--- src/rtl/tlb_walk_arbiter_pkg.sv ---
// Shared types for the iTLB/dTLB page-table-walker arbiter.
package tlb_walk_arbiter_pkg;

   localparam int ASID_LENGTH = 9;

   typedef enum logic [2:0] {
      IDLE,
      WALK_I,
      WALK_D,
      DRAIN,
      FLUSH
   } walk_arb_state_t;

   typedef enum logic {
      SRC_I,
      SRC_D
   } walk_src_t;

endpackage

--- src/rtl/tlb_walk_arbiter_if.sv ---
// Request/response channel between the walk arbiter and the page-table walker.
interface tlb_walk_arbiter_if #(
   parameter int VA_W = 32
);
   logic            ptw_req;
   logic [VA_W-1:0] ptw_vaddr;
   logic            ptw_is_store;
   logic            ptw_is_fetch;
   logic            ptw_done;
   logic            ptw_fault;
   logic [31:0]     ptw_pte;

   modport master (
      output ptw_req, ptw_vaddr, ptw_is_store, ptw_is_fetch,
      input  ptw_done, ptw_fault, ptw_pte
   );

   modport slave (
      input  ptw_req, ptw_vaddr, ptw_is_store, ptw_is_fetch,
      output ptw_done, ptw_fault, ptw_pte
   );
endinterface

--- src/rtl/tlb_walk_arbiter_starve.sv ---
// Saturating count of back-to-back dTLB grants taken while an iTLB miss waits.
module walk_starve_counter #(
   parameter int LIMIT = 4
) (
   input  logic CLK,
   input  logic nRST,
   input  logic inc,
   input  logic clr,
   output logic sat
);
   localparam int CNT_W = $clog2(LIMIT + 1);

   logic [CNT_W-1:0] cnt_reg, cnt_next;

   always_comb begin
      cnt_next = cnt_reg;
      if (clr)
         cnt_next = '0;
      else if (inc && cnt_reg != CNT_W'(LIMIT))
         cnt_next = cnt_reg + 1'b1;
   end

   always_ff @(posedge CLK or negedge nRST) begin
      if (!nRST)
         cnt_reg <= '0;
      else
         cnt_reg <= cnt_next;
   end

   assign sat = (cnt_reg == CNT_W'(LIMIT));
endmodule

--- src/rtl/tlb_walk_arbiter.sv ---
// Shares one page-table walker between the iTLB and dTLB, routes fills/faults
// back to the requester, and serialises SFENCE.VMA flushes against walks.
module tlb_walk_arbiter
   import tlb_walk_arbiter_pkg::*;
#(
   parameter int VA_W         = 32,
   parameter int ASID_W       = ASID_LENGTH,
   parameter int STARVE_LIMIT = 4
) (
   input  logic              CLK,
   input  logic              nRST,
   input  logic              itlb_miss,
   input  logic [VA_W-1:0]   itlb_vaddr,
   input  logic              dtlb_miss,
   input  logic [VA_W-1:0]   dtlb_vaddr,
   input  logic              ex_mem_ren,
   input  logic              ex_mem_wen,
   input  logic              pc_redirect,
   input  logic              intr,
   input  logic              fence_req,
   input  logic [VA_W-1:0]   fence_va,
   input  logic [ASID_W-1:0] fence_asid,
   tlb_walk_arbiter_if.master ptw,
   output logic              itlb_fill,
   output logic              dtlb_fill,
   output logic [31:0]       fill_pte,
   output logic              fetch_fault_insn_page,
   output logic              mem_fault_load_page,
   output logic              mem_fault_store_page,
   output logic              tlb_flush,
   output logic [VA_W-1:0]   flush_va,
   output logic [ASID_W-1:0] flush_asid,
   output logic              fence_ack
);
   walk_arb_state_t   state_reg, state_next;
   logic              req_reg, req_next;
   logic [VA_W-1:0]   vaddr_reg, vaddr_next;
   logic              is_store_reg, is_store_next;
   logic              is_fetch_reg, is_fetch_next;
   logic              ifill_reg, ifill_next;
   logic              dfill_reg, dfill_next;
   logic [31:0]       pte_reg, pte_next;
   logic              ifault_reg, ifault_next;
   logic              lfault_reg, lfault_next;
   logic              sfault_reg, sfault_next;
   logic              flush_reg, flush_next;
   logic [VA_W-1:0]   fva_reg, fva_next;
   logic [ASID_W-1:0] fasid_reg, fasid_next;

   logic      itlb_ok, dtlb_ok, starve_sat, i_grant, d_grant, cancel;
   walk_src_t grant_src;

   assign itlb_ok   = itlb_miss && !pc_redirect && !intr;
   assign dtlb_ok   = dtlb_miss && !intr;
   // A waiting iTLB miss overtakes the dTLB only once it has been starved long enough.
   assign i_grant   = (state_reg == IDLE) && !fence_req && itlb_ok && (!dtlb_ok || starve_sat);
   assign d_grant   = (state_reg == IDLE) && !fence_req && dtlb_ok && !i_grant;
   assign grant_src = i_grant ? SRC_I : SRC_D;
   assign cancel    = intr || ((state_reg == WALK_I) && pc_redirect);

   walk_starve_counter #(.LIMIT(STARVE_LIMIT)) u_starve (
      .CLK  (CLK),
      .nRST (nRST),
      .inc  (d_grant && itlb_miss),
      .clr  (i_grant || !itlb_miss),
      .sat  (starve_sat)
   );

   always_comb begin
      state_next    = state_reg;
      req_next      = req_reg;
      vaddr_next    = vaddr_reg;
      is_store_next = is_store_reg;
      is_fetch_next = is_fetch_reg;
      pte_next      = pte_reg;
      fva_next      = fva_reg;
      fasid_next    = fasid_reg;
      ifill_next    = 1'b0;
      dfill_next    = 1'b0;
      ifault_next   = 1'b0;
      lfault_next   = 1'b0;
      sfault_next   = 1'b0;
      flush_next    = 1'b0;
      case (state_reg)
         IDLE: begin
            if (fence_req) begin
               state_next = FLUSH;
               flush_next = 1'b1;
               fva_next   = fence_va;
               fasid_next = fence_asid;
            end else if (i_grant || d_grant) begin
               state_next    = (grant_src == SRC_I) ? WALK_I : WALK_D;
               req_next      = 1'b1;
               vaddr_next    = (grant_src == SRC_I) ? itlb_vaddr : dtlb_vaddr;
               is_store_next = (grant_src == SRC_D) && ex_mem_wen;
               is_fetch_next = (grant_src == SRC_I);
            end
         end
         WALK_I, WALK_D: begin
            if (ptw.ptw_done) begin
               req_next   = 1'b0;
               state_next = IDLE;
               if (cancel) begin
                  state_next = IDLE;
               end else if (fence_req) begin
                  // Result is stale once a fence is pending; flush instead of filling.
                  state_next = FLUSH;
                  flush_next = 1'b1;
                  fva_next   = fence_va;
                  fasid_next = fence_asid;
               end else if (!ptw.ptw_fault) begin
                  pte_next   = ptw.ptw_pte;
                  ifill_next = (state_reg == WALK_I);
                  dfill_next = (state_reg == WALK_D);
               end else if (state_reg == WALK_I) begin
                  ifault_next = 1'b1;
               end else begin
                  sfault_next = is_store_reg;
                  lfault_next = !is_store_reg;
               end
            end else if (cancel) begin
               state_next = DRAIN;
            end
         end
         DRAIN: begin
            if (ptw.ptw_done) begin
               req_next   = 1'b0;
               state_next = IDLE;
            end
         end
         FLUSH:   state_next = IDLE;
         default: state_next = IDLE;
      endcase
   end

   always_ff @(posedge CLK or negedge nRST) begin
      if (!nRST) begin
         state_reg    <= IDLE;
         req_reg      <= 1'b0;
         vaddr_reg    <= '0;
         is_store_reg <= 1'b0;
         is_fetch_reg <= 1'b0;
         ifill_reg    <= 1'b0;
         dfill_reg    <= 1'b0;
         pte_reg      <= '0;
         ifault_reg   <= 1'b0;
         lfault_reg   <= 1'b0;
         sfault_reg   <= 1'b0;
         flush_reg    <= 1'b0;
         fva_reg      <= '0;
         fasid_reg    <= '0;
      end else begin
         state_reg    <= state_next;
         req_reg      <= req_next;
         vaddr_reg    <= vaddr_next;
         is_store_reg <= is_store_next;
         is_fetch_reg <= is_fetch_next;
         ifill_reg    <= ifill_next;
         dfill_reg    <= dfill_next;
         pte_reg      <= pte_next;
         ifault_reg   <= ifault_next;
         lfault_reg   <= lfault_next;
         sfault_reg   <= sfault_next;
         flush_reg    <= flush_next;
         fva_reg      <= fva_next;
         fasid_reg    <= fasid_next;
      end
   end

   assign ptw.ptw_req          = req_reg;
   assign ptw.ptw_vaddr        = vaddr_reg;
   assign ptw.ptw_is_store     = is_store_reg;
   assign ptw.ptw_is_fetch     = is_fetch_reg;
   assign itlb_fill             = ifill_reg;
   assign dtlb_fill             = dfill_reg;
   assign fill_pte              = pte_reg;
   assign fetch_fault_insn_page = ifault_reg;
   assign mem_fault_load_page   = lfault_reg;
   assign mem_fault_store_page  = sfault_reg;
   assign tlb_flush             = flush_reg;
   assign fence_ack             = flush_reg;
   assign flush_va              = fva_reg;
   assign flush_asid            = fasid_reg;

   // The walker only answers requests it was given; a done with no walk outstanding is a bug.
   a_done_in_walk: assert property (@(posedge CLK) disable iff (!nRST)
      ptw.ptw_done |-> (state_reg != IDLE && state_reg != FLUSH));
   a_dmiss_is_access: assert property (@(posedge CLK) disable iff (!nRST)
      dtlb_miss |-> (ex_mem_ren || ex_mem_wen));
endmodule
--- src/flat_wrapper.sv ---
// flat-port wrapper written by rule: the top's interface ports become plain ports
module tlb_walk_arbiter_flat import tlb_walk_arbiter_pkg::*;
#(
   parameter int VA_W         = 32,
   parameter int ASID_W       = ASID_LENGTH,
   parameter int STARVE_LIMIT = 4
)
  (CLK, nRST, itlb_miss, itlb_vaddr, dtlb_miss, dtlb_vaddr, ex_mem_ren, ex_mem_wen, pc_redirect, intr, fence_req, fence_va, fence_asid, itlb_fill, dtlb_fill, fill_pte, fetch_fault_insn_page, mem_fault_load_page, mem_fault_store_page, tlb_flush, flush_va, flush_asid, fence_ack, ptw_ptw_req, ptw_ptw_vaddr, ptw_ptw_is_store, ptw_ptw_is_fetch, ptw_ptw_done, ptw_ptw_fault, ptw_ptw_pte);
  tlb_walk_arbiter_if #(.VA_W(VA_W)) ptw_i ();
  input  logic CLK;
  input  logic nRST;
  input  logic itlb_miss;
  input  logic [VA_W-1:0] itlb_vaddr;
  input  logic dtlb_miss;
  input  logic [VA_W-1:0] dtlb_vaddr;
  input  logic ex_mem_ren;
  input  logic ex_mem_wen;
  input  logic pc_redirect;
  input  logic intr;
  input  logic fence_req;
  input  logic [VA_W-1:0] fence_va;
  input  logic [ASID_W-1:0] fence_asid;
  output logic itlb_fill;
  output logic dtlb_fill;
  output logic [31:0] fill_pte;
  output logic fetch_fault_insn_page;
  output logic mem_fault_load_page;
  output logic mem_fault_store_page;
  output logic tlb_flush;
  output logic [VA_W-1:0] flush_va;
  output logic [ASID_W-1:0] flush_asid;
  output logic fence_ack;
  output wire logic [$bits(ptw_i.ptw_req)-1:0] ptw_ptw_req;
  output wire logic [$bits(ptw_i.ptw_vaddr)-1:0] ptw_ptw_vaddr;
  output wire logic [$bits(ptw_i.ptw_is_store)-1:0] ptw_ptw_is_store;
  output wire logic [$bits(ptw_i.ptw_is_fetch)-1:0] ptw_ptw_is_fetch;
  input wire logic [$bits(ptw_i.ptw_done)-1:0] ptw_ptw_done;
  input wire logic [$bits(ptw_i.ptw_fault)-1:0] ptw_ptw_fault;
  input wire logic [$bits(ptw_i.ptw_pte)-1:0] ptw_ptw_pte;
  assign ptw_ptw_req = ptw_i.ptw_req;
  assign ptw_ptw_vaddr = ptw_i.ptw_vaddr;
  assign ptw_ptw_is_store = ptw_i.ptw_is_store;
  assign ptw_ptw_is_fetch = ptw_i.ptw_is_fetch;
  assign ptw_i.ptw_done = ptw_ptw_done;
  assign ptw_i.ptw_fault = ptw_ptw_fault;
  assign ptw_i.ptw_pte = ptw_ptw_pte;
  tlb_walk_arbiter #(.VA_W(VA_W), .ASID_W(ASID_W), .STARVE_LIMIT(STARVE_LIMIT)) u_core (.CLK(CLK), .nRST(nRST), .itlb_miss(itlb_miss), .itlb_vaddr(itlb_vaddr), .dtlb_miss(dtlb_miss), .dtlb_vaddr(dtlb_vaddr), .ex_mem_ren(ex_mem_ren), .ex_mem_wen(ex_mem_wen), .pc_redirect(pc_redirect), .intr(intr), .fence_req(fence_req), .fence_va(fence_va), .fence_asid(fence_asid), .ptw(ptw_i), .itlb_fill(itlb_fill), .dtlb_fill(dtlb_fill), .fill_pte(fill_pte), .fetch_fault_insn_page(fetch_fault_insn_page), .mem_fault_load_page(mem_fault_load_page), .mem_fault_store_page(mem_fault_store_page), .tlb_flush(tlb_flush), .flush_va(flush_va), .flush_asid(flush_asid), .fence_ack(fence_ack));
endmodule
--- config.mk ---
export PLATFORM = sky130hd
export DESIGN_NAME = tlb_walk_arbiter_flat
export DESIGN_NICKNAME = d
export VERILOG_FILES = /design/src/rtl/tlb_walk_arbiter_pkg.sv /design/src/rtl/tlb_walk_arbiter_if.sv /design/src/rtl/tlb_walk_arbiter_starve.sv /design/src/rtl/tlb_walk_arbiter.sv /design/src/flat_wrapper.sv
export SDC_FILE = /design/constraint.sdc
export NUM_CORES = 1
export LEC_CHECK = 0
export CAP_MARGIN = 20
export CORE_UTILIZATION = 45
export CTS_BUF_LIST = sky130_fd_sc_hd__clkbuf_16
export CTS_CLUSTER_SIZE = 8
export DETAILED_ROUTE_END_ITERATION = 10
export DONT_BUFFER_PORTS = 1
export SLEW_MARGIN = 10
export SYNTH_ARGS = -nofsm -noshare
export SYNTH_HDL_FRONTEND = slang
export SYNTH_SLANG_ARGS = --single-unit
--- constraint.sdc ---
create_clock -name CLK -period 1.65 [get_ports CLK]
set_input_delay 0.33 -clock CLK [delete_from_list [all_inputs] [get_ports CLK]]
set_output_delay 0.33 -clock CLK [all_outputs]
set_load 0.02 [all_outputs]
=== Yosys cells after proc, flatten, opt, wreduce, memory -nomap -nowiden ===
Index checks and enable logic that the tools add are counted.

* Word-level logic and storage cells: 123
* Output and inout bits: 115
* Bits of input ports: 148
* Register bits: 120

* Bitwise logic cells: 3
* Reductions and logical operators: 34
* Multiplexer cells: 57
* $add $sub $neg: 1
* Equal/unequal tests: 13

{| class="wikitable"
|+ Operators by type and width
! cell !! number
|-
| $mux W32 || 4
|-
| $pmux W32 S2 || 1
|-
| $mux W1 || 35
|-
| $mux W3 || 9
|-
| $mux W9 || 3
|-
| $pmux W9 S2 || 1
|-
| $logic_and A1 B1 Y1 || 12
|-
| $ne A2 B2 Y1 const B || 5
|-
| $pmux W3 S3 || 1
|-
| $reduce_and A3 Y1 || 3
|-
| $logic_not A1 Y1 || 7
|-
| $eq A3 B2 Y1 const B || 2
|-
| $ne A3 B3 Y1 const B || 2
|-
| $reduce_bool A2 Y1 || 3
|-
| $reduce_and A5 Y1 || 1
|-
| $logic_or A1 B1 Y1 || 4
|-
| $pmux W1 S2 || 2
|-
| $reduce_and A4 Y1 || 1
|-
| $add A3 B1 Y3 const B || 1
|-
| $eq A3 B1 Y1 const B || 1
|-
| $eq A3 B3 Y1 const B || 1
|-
| $logic_not A3 Y1 || 1
|-
| $ne A3 B2 Y1 const B || 1
|-
| $not A1 Y1 || 3
|-
| 4 further kinds || 4
|}

=== Logic depth before layout (Yosys ltp) ===
* Depth after elaboration: 11
* Depth in mapped cells: 8
* Mapped depth without buffers: 6

=== By module ===
A second synthesis with hierarchy kept.

* Cells, all modules: 414
* Area, all modules: 5188.7 sq um

{| class="wikitable"
|+ Modules (own cells, without submodules)
! module !! cells an instance !! sequential area each (sq um) !! instances !! area each (sq um)
|-
| tlb_walk_arbiter || 396 || 2927.8 || 1 || 4991.0
|-
| walk_starve_counter || 18 || 75.1 || 1 || 197.7
|}

=== Least setup slack after synthesis ===
No wires, ideal clock.

* Path type: flip-flop to flip-flop
* Start: reg u_core.state_reg[2]
* End: reg u_core.pte_reg[10], in the netlist u_core.fill_pte[10]
* Clock period less this slack: 1.726 ns
* Data required time: 1.525 ns
* Cell stages (with the launch flop): 7
* Arrival: 1.601 ns
* Buffers on the path: 2
* Path slack: -0.076 ns
* Cell sequence: dfrtp_1 -> buf_4 -> nor4b_4 -> nand2b_1 -> nor2_4 -> buf_6 -> mux2_2

* Word-level cells in the longest chain between the ends: 5
* Elaborated cells on any way between the ends: 7
* Classes of those cells: eq/ne: 2; bitwise: 1; reduce/logical: 4

{| class="wikitable"
|+ RTL lines
! item !! line !! text
|-
| from (decl) || tlb_walk_arbiter.sv:35 || <nowiki>walk_arb_state_t state_reg, state_next;</nowiki>
|-
| from (signal assigned) || tlb_walk_arbiter.sv:153 || <nowiki>state_reg <= state_next;</nowiki>
|-
| $eq A3 B1 Y1 || tlb_walk_arbiter.sv:59, tlb_walk_arbiter.sv:84 ||
|-
| $logic_and A1 B1 Y1 || tlb_walk_arbiter.sv:59 || <nowiki>assign cancel = intr || ((state_reg == WALK_I) && pc_redirect);</nowiki>
|-
| $logic_or A1 B1 Y1 || tlb_walk_arbiter.sv:59 ||
|-
| $not A1 Y1 (no source line) || -- ||
|-
| $reduce_and A5 Y1 (no source line) (*) || -- ||
|-
| to (signal assigned) || tlb_walk_arbiter.sv:160 || <nowiki>pte_reg <= pte_next;</nowiki>
|-
| to (decl) || tlb_walk_arbiter.sv:42 || <nowiki>logic [31:0] pte_reg, pte_next;</nowiki>
|}

Every way passes the cells marked *; elsewhere a longest branch is shown, timed or not.
A chain may end at the register's enable or synchronous reset.

=== Worst setup path in the final report ===
* Start: reg u_core.state_reg[1]
* End: reg u_core.fva_reg[29], in the netlist u_core.flush_va[29]

* Word-level cells in the longest chain between the ends: 5
* Elaborated cells on any way between the ends: 11
* Classes of those cells: eq/ne: 4; mux: 1; reduce/logical: 6

{| class="wikitable"
|+ RTL lines
! item !! line !! text
|-
| $eq A3 B1 Y1 || tlb_walk_arbiter.sv:59, tlb_walk_arbiter.sv:84 ||
|-
| $logic_and A1 B1 Y1 || tlb_walk_arbiter.sv:59 ||
|-
| $logic_or A1 B1 Y1 || tlb_walk_arbiter.sv:59 ||
|-
| $ne A2 B2 Y1 (no source line) || -- ||
|-
| $reduce_and A3 Y1 (no source line) || -- ||
|-
| to (signal assigned) || tlb_walk_arbiter.sv:165 || <nowiki>fva_reg <= fva_next;</nowiki>
|-
| to (decl) || tlb_walk_arbiter.sv:47 || <nowiki>logic [VA_W-1:0] fva_reg, fva_next;</nowiki>
|}

Several ways; a longest one is shown, not always the timed one.

==> impl_results.rst <==
.. list-table::
   :header-rows: 1

   * - Metric
     - Value
   * - Status
     - complete, but fails checks
   * - Violated checks
     - negative hold slack, negative setup slack
   * - Number of top-level pins
     - 263
   * - Total via count after detailed routing
     - 3080
   * - Count of unresolved DRC violations after routing
     - 0
   * - Minimum clock period
     - 1.732 ns
   * - Post-layout nets
     - 566
   * - Number of distinct library cell variants in the gate-level netlist after synthesis
     - 39
   * - RD Place Congestion
     - just under 0.8
   * - Power per standard cell area
     - approximately 2100 nW/um^2
   * - Final hold viol count
     - 120
   * - Max-cap viol count
     - 0
   * - Cell at the root of the clock tree
     - sky130_fd_sc_hd__clkbuf_16
   * - Leakage Power
     - 3.207 nW
   * - Worst min-delay path class
     - input port to asynchronous set/reset pin
   * - Final global-route overflow total
     - 0
   * - Sequential cell area fraction in the yosys report
     - 58.18%
   * - Post-route fraction of the period consumed by the critical path
     - 105.0%
   * - Detailed router's first-iteration violation count
     - roughly 160
   * - Layout cell share with drive strength beyond 1
     - a little under half
   * - Overall die width
     - 109.1 um
   * - Setup Skew
     - 0.008113 ns
   * - HPWL after detailed placement
     - 7.840 mm
   * - Number of input and output port buffers inserted
     - 0
   * - Primary flip-flop cell chosen by synthesis mapping
     - sky130_fd_sc_hd__dfrtp_1
   * - Number of enable-type register cells in the synthesized netlist
     - 0
   * - Count of inserted antenna diode cells
     - 0
   * - Crit-path slowest cell
     - sky130_fd_sc_hd__dfrtp_1
   * - Critical path endpoint category
     - flop
   * - Avg Synthesized Cell Area
     - 13.84 um^2
   * - Fill cells
     - 831
   * - Gate count after technology mapping
     - 373
   * - Launching element type of the critical path
     - flop
   * - Seq cells post-synth
     - between 100 and 150
   * - Endpoint of the worst-slack reg-to-reg timing path
     - u_core.flush_va[29]$_DFFE_PN0P_
   * - Headroom to the max-slew limit
     - roughly three quarters
   * - Mean number of vias per cell
     - ~5.4
   * - Mean routed wirelength per cell
     - 22.00 um
   * - Worst-case clock buffer depth
     - 2
   * - Number of antenna violations at the first check in global routing
     - 0
   * - Worst Path Required
     - around 1.9 ns
   * - FF-to-FF setup slack
     - -0.08 ns
   * - Setup slack at placement
     - -0.1036 ns
   * - Number of pins with negative max-slew slack in the final report
     - 0
   * - Total routing usage reported by global routing
     - 19.15%
   * - Number of global-route vias before repair
     - 3094
   * - Clock tree from TritonCTS
     - done
   * - Area occupied by registers
     - 3004 um^2
   * - Ys async rst share
     - 100.0%
   * - Clock insertion delay at the later pin of the skew report
     - 0.40 ns
   * - Total Wirelength
     - 12.52 mm
   * - Peak fanout along the critical path
     - 8
   * - Clock input transition at the sequential cells of the worst setup and hold paths
     - 0.05 ns
   * - PnR worst setup slack
     - -0.08194 ns
   * - Standard-cell rows
     - 38
   * - Die boundary height
     - approximately 110 um
   * - Die Outline Area
     - 11900 um^2
   * - Setup repair after global routing missed its margin
     - yes
   * - Maximum number of pins on one net before global-route repair
     - 121
   * - Power consumption
     - 14.01 mW
   * - Delay of the slowest critical-path stage
     - 0.42 ns
   * - Number of nets with antenna violations after detailed routing
     - 0
   * - Setup CP Type
     - flop to flop
   * - Global-route wire length before repair
     - 16.71 mm
   * - Hold_ws
     - -0.3718 ns
   * - Inserted Clock Buffers
     - 17
   * - Slew at the pin with the worst max-slew slack
     - 0.3733 ns
   * - Largest vdd supply drop
     - 1.233 mV
   * - CP Data Arrival Time
     - 2.01 ns
   * - Area used by multi-input combinational logic
     - about 2300 um^2
   * - Worst flop-to-flop path startpoint
     - u_core.state_reg[1]$_DFFE_PN0P_
   * - H-tree depth
     - 4
   * - Area of the core
     - 10980 um^2
   * - Effective utilization at floorplan
     - 46.99%
   * - 1st-pass router iterations
     - 4
   * - Net count of the mapped netlist
     - 523
   * - Clk sinks
     - 120
   * - Peak clock frequency supported by timing
     - 0.5774 GHz
   * - Worst r2r path cells
     - 6
   * - CP cell instances
     - o21ai_1, a31oi_2, nor3b_4, buf_12, clkbuf_16, mux2_4
   * - Mapped cell area
     - between 5000 and 6000 um^2
   * - Count of warnings emitted by yosys
     - 0
   * - Growth of design area from synthesis to finish
     - 29.07%
   * - Total setup violations reported at the end of the flow
     - 70
[cell families after synthesis]
group	synth area share, %
AOI/OAI and AO/OA	5.915
muxes	24.97
adders and majority gates	0.4848
and+or+nand+nor	6.570
buffers and inverters	3.879
DFF	58.18
[cell usage in the layout (no fill, tap or decap), types with 4 or more instances in the layout]
master / netlist / routed
sky130_fd_sc_hd__buf_12: 0 / 7
sky130_fd_sc_hd__buf_4: 6 / 23
sky130_fd_sc_hd__buf_6: 9 / 7
sky130_fd_sc_hd__clkbuf_16: 0 / 23
sky130_fd_sc_hd__clkinv_1: 0 / 6
sky130_fd_sc_hd__dfrtp_1: 120 / 119
sky130_fd_sc_hd__inv_1: 6 / 8
sky130_fd_sc_hd__mux2_1: 9 / 8
sky130_fd_sc_hd__mux2_2: 25 / 11
sky130_fd_sc_hd__mux2_4: 39 / 54
sky130_fd_sc_hd__mux2i_1: 32 / 27
sky130_fd_sc_hd__mux2i_2: 0 / 4
sky130_fd_sc_hd__nand2_1: 37 / 20
sky130_fd_sc_hd__nand2_2: 0 / 13
sky130_fd_sc_hd__nand2_4: 0 / 4
sky130_fd_sc_hd__nor2_1: 9 / 7
sky130_fd_sc_hd__o21ai_1: 0 / 17
sky130_fd_sc_hd__o21ai_2: 0 / 18
[cells in the mapped netlist (3+ instances only)]
library cell,number,area share (%)
sky130_fd_sc_hd__mux2_1,9,2.0
sky130_fd_sc_hd__nor2_1,9,0.65
sky130_fd_sc_hd__buf_6,9,2.0
sky130_fd_sc_hd__o21ai_0,35,3.4
sky130_fd_sc_hd__clkbuf_1,3,0.22
sky130_fd_sc_hd__nor3_1,3,0.29
sky130_fd_sc_hd__mux2_4,39,11
sky130_fd_sc_hd__nor2b_1,3,0.36
sky130_fd_sc_hd__nand2_1,37,2.7
sky130_fd_sc_hd__a21oi_1,6,0.58
sky130_fd_sc_hd__mux2i_1,32,6.2
sky130_fd_sc_hd__dfrtp_1,120,58
sky130_fd_sc_hd__buf_4,6,0.87
sky130_fd_sc_hd__inv_1,6,0.44
sky130_fd_sc_hd__mux2_2,25,5.5
sky130_fd_sc_hd__buf_2,4,0.39
[layer usage]
layer | global-route usage, % | share of wire, % | vias to the layer above
met3 | 8.010 | 9.1 | 5
met4 | 5.502 | 0.30 | 0
li1 | - | - | 1391
met1 | 21.60 | 38 | 1535
met2 | 32.93 | 52 | 149
met5 | 0 | 0 | -
[repair_timing]
action | CTS | global route
cloned | 4 | 8
hold endpoints to repair | 120 | 120
resized for setup | 55 | 67
setup endpoints to repair | 98 | 112
setup buffers | 6 | 4
pin swaps | 6 | 16
[worst max path at each step]
stage,startpoint,slack [ns],cells after the start,endpoint
6_report,u_core.state_reg[1]$_DFFE_PN0P_,-0.08,6,u_core.flush_va[29]$_DFFE_PN0P_
5_1_grt,u_core.state_reg[1]$_DFFE_PN0P_,-0.13,6,u_core.flush_va[19]$_DFFE_PN0P_
4_1_cts,u_core.state_reg[1]$_DFFE_PN0P_,-0.06,6,u_core.flush_va[26]$_DFFE_PN0P_
3_5_place_dp,u_core.state_reg[1]$_DFFE_PN0P_,-0.10,4,u_core.state_reg[0]$_DFFE_PN0P_
3_3_place_gp,u_core.state_reg[1]$_DFFE_PN0P_,-0.05,4,u_core.state_reg[0]$_DFFE_PN0P_
2_1_floorplan,u_core.state_reg[2]$_DFFE_PN0P_,-0.05,6,u_core.fill_pte[10]$_DFFE_PN0P_
[stage by stage]
| stage | cells | TNS, ns | util [%] | instance area [um^2] |
|---|---|---|---|---|
| finish | 569 | -3.279 | 60.65 | 6661 |
| global route | 569 | -9.240 | 60.65 | 6661 |
| global placement | 518 | -1.646 | 49.87 | 5478 |
| CTS | 560 | -2.249 | 56.94 | 6254 |
| floorplan | 373 | -2.569 | - | 5213 |
| detailed placement | 518 | -3.843 | 49.87 | 5478 |
[where the power goes]
part           switching [mW]  total (mW)  internal (mW)
combinational            1.18        3.31           2.14
clock                    1.20        3.52           2.32
sequential               2.85        7.18           4.32
[cell type report]
class	count	area share (%)
sequential	120	45.10
tap	140	2.630
clock inverter	15	2.141
timing repair buffer	46	9.448
clock buffer	17	6.386
multi-input combinational	225	33.96
inverter	6	0.3381
[worst max-delay path: cells and delay by family (launching register included)]
family / cells / cell delay (ns)
flip-flops: 1 / 0.42
buffers and inverters: 2 / 0.34
AO/OA/AOI/OAI: 2 / 0.30
multiplexers: 1 / 0.29
AND/OR/NAND/NOR: 1 / 0.24
Power figures use the tool's default switching activity.
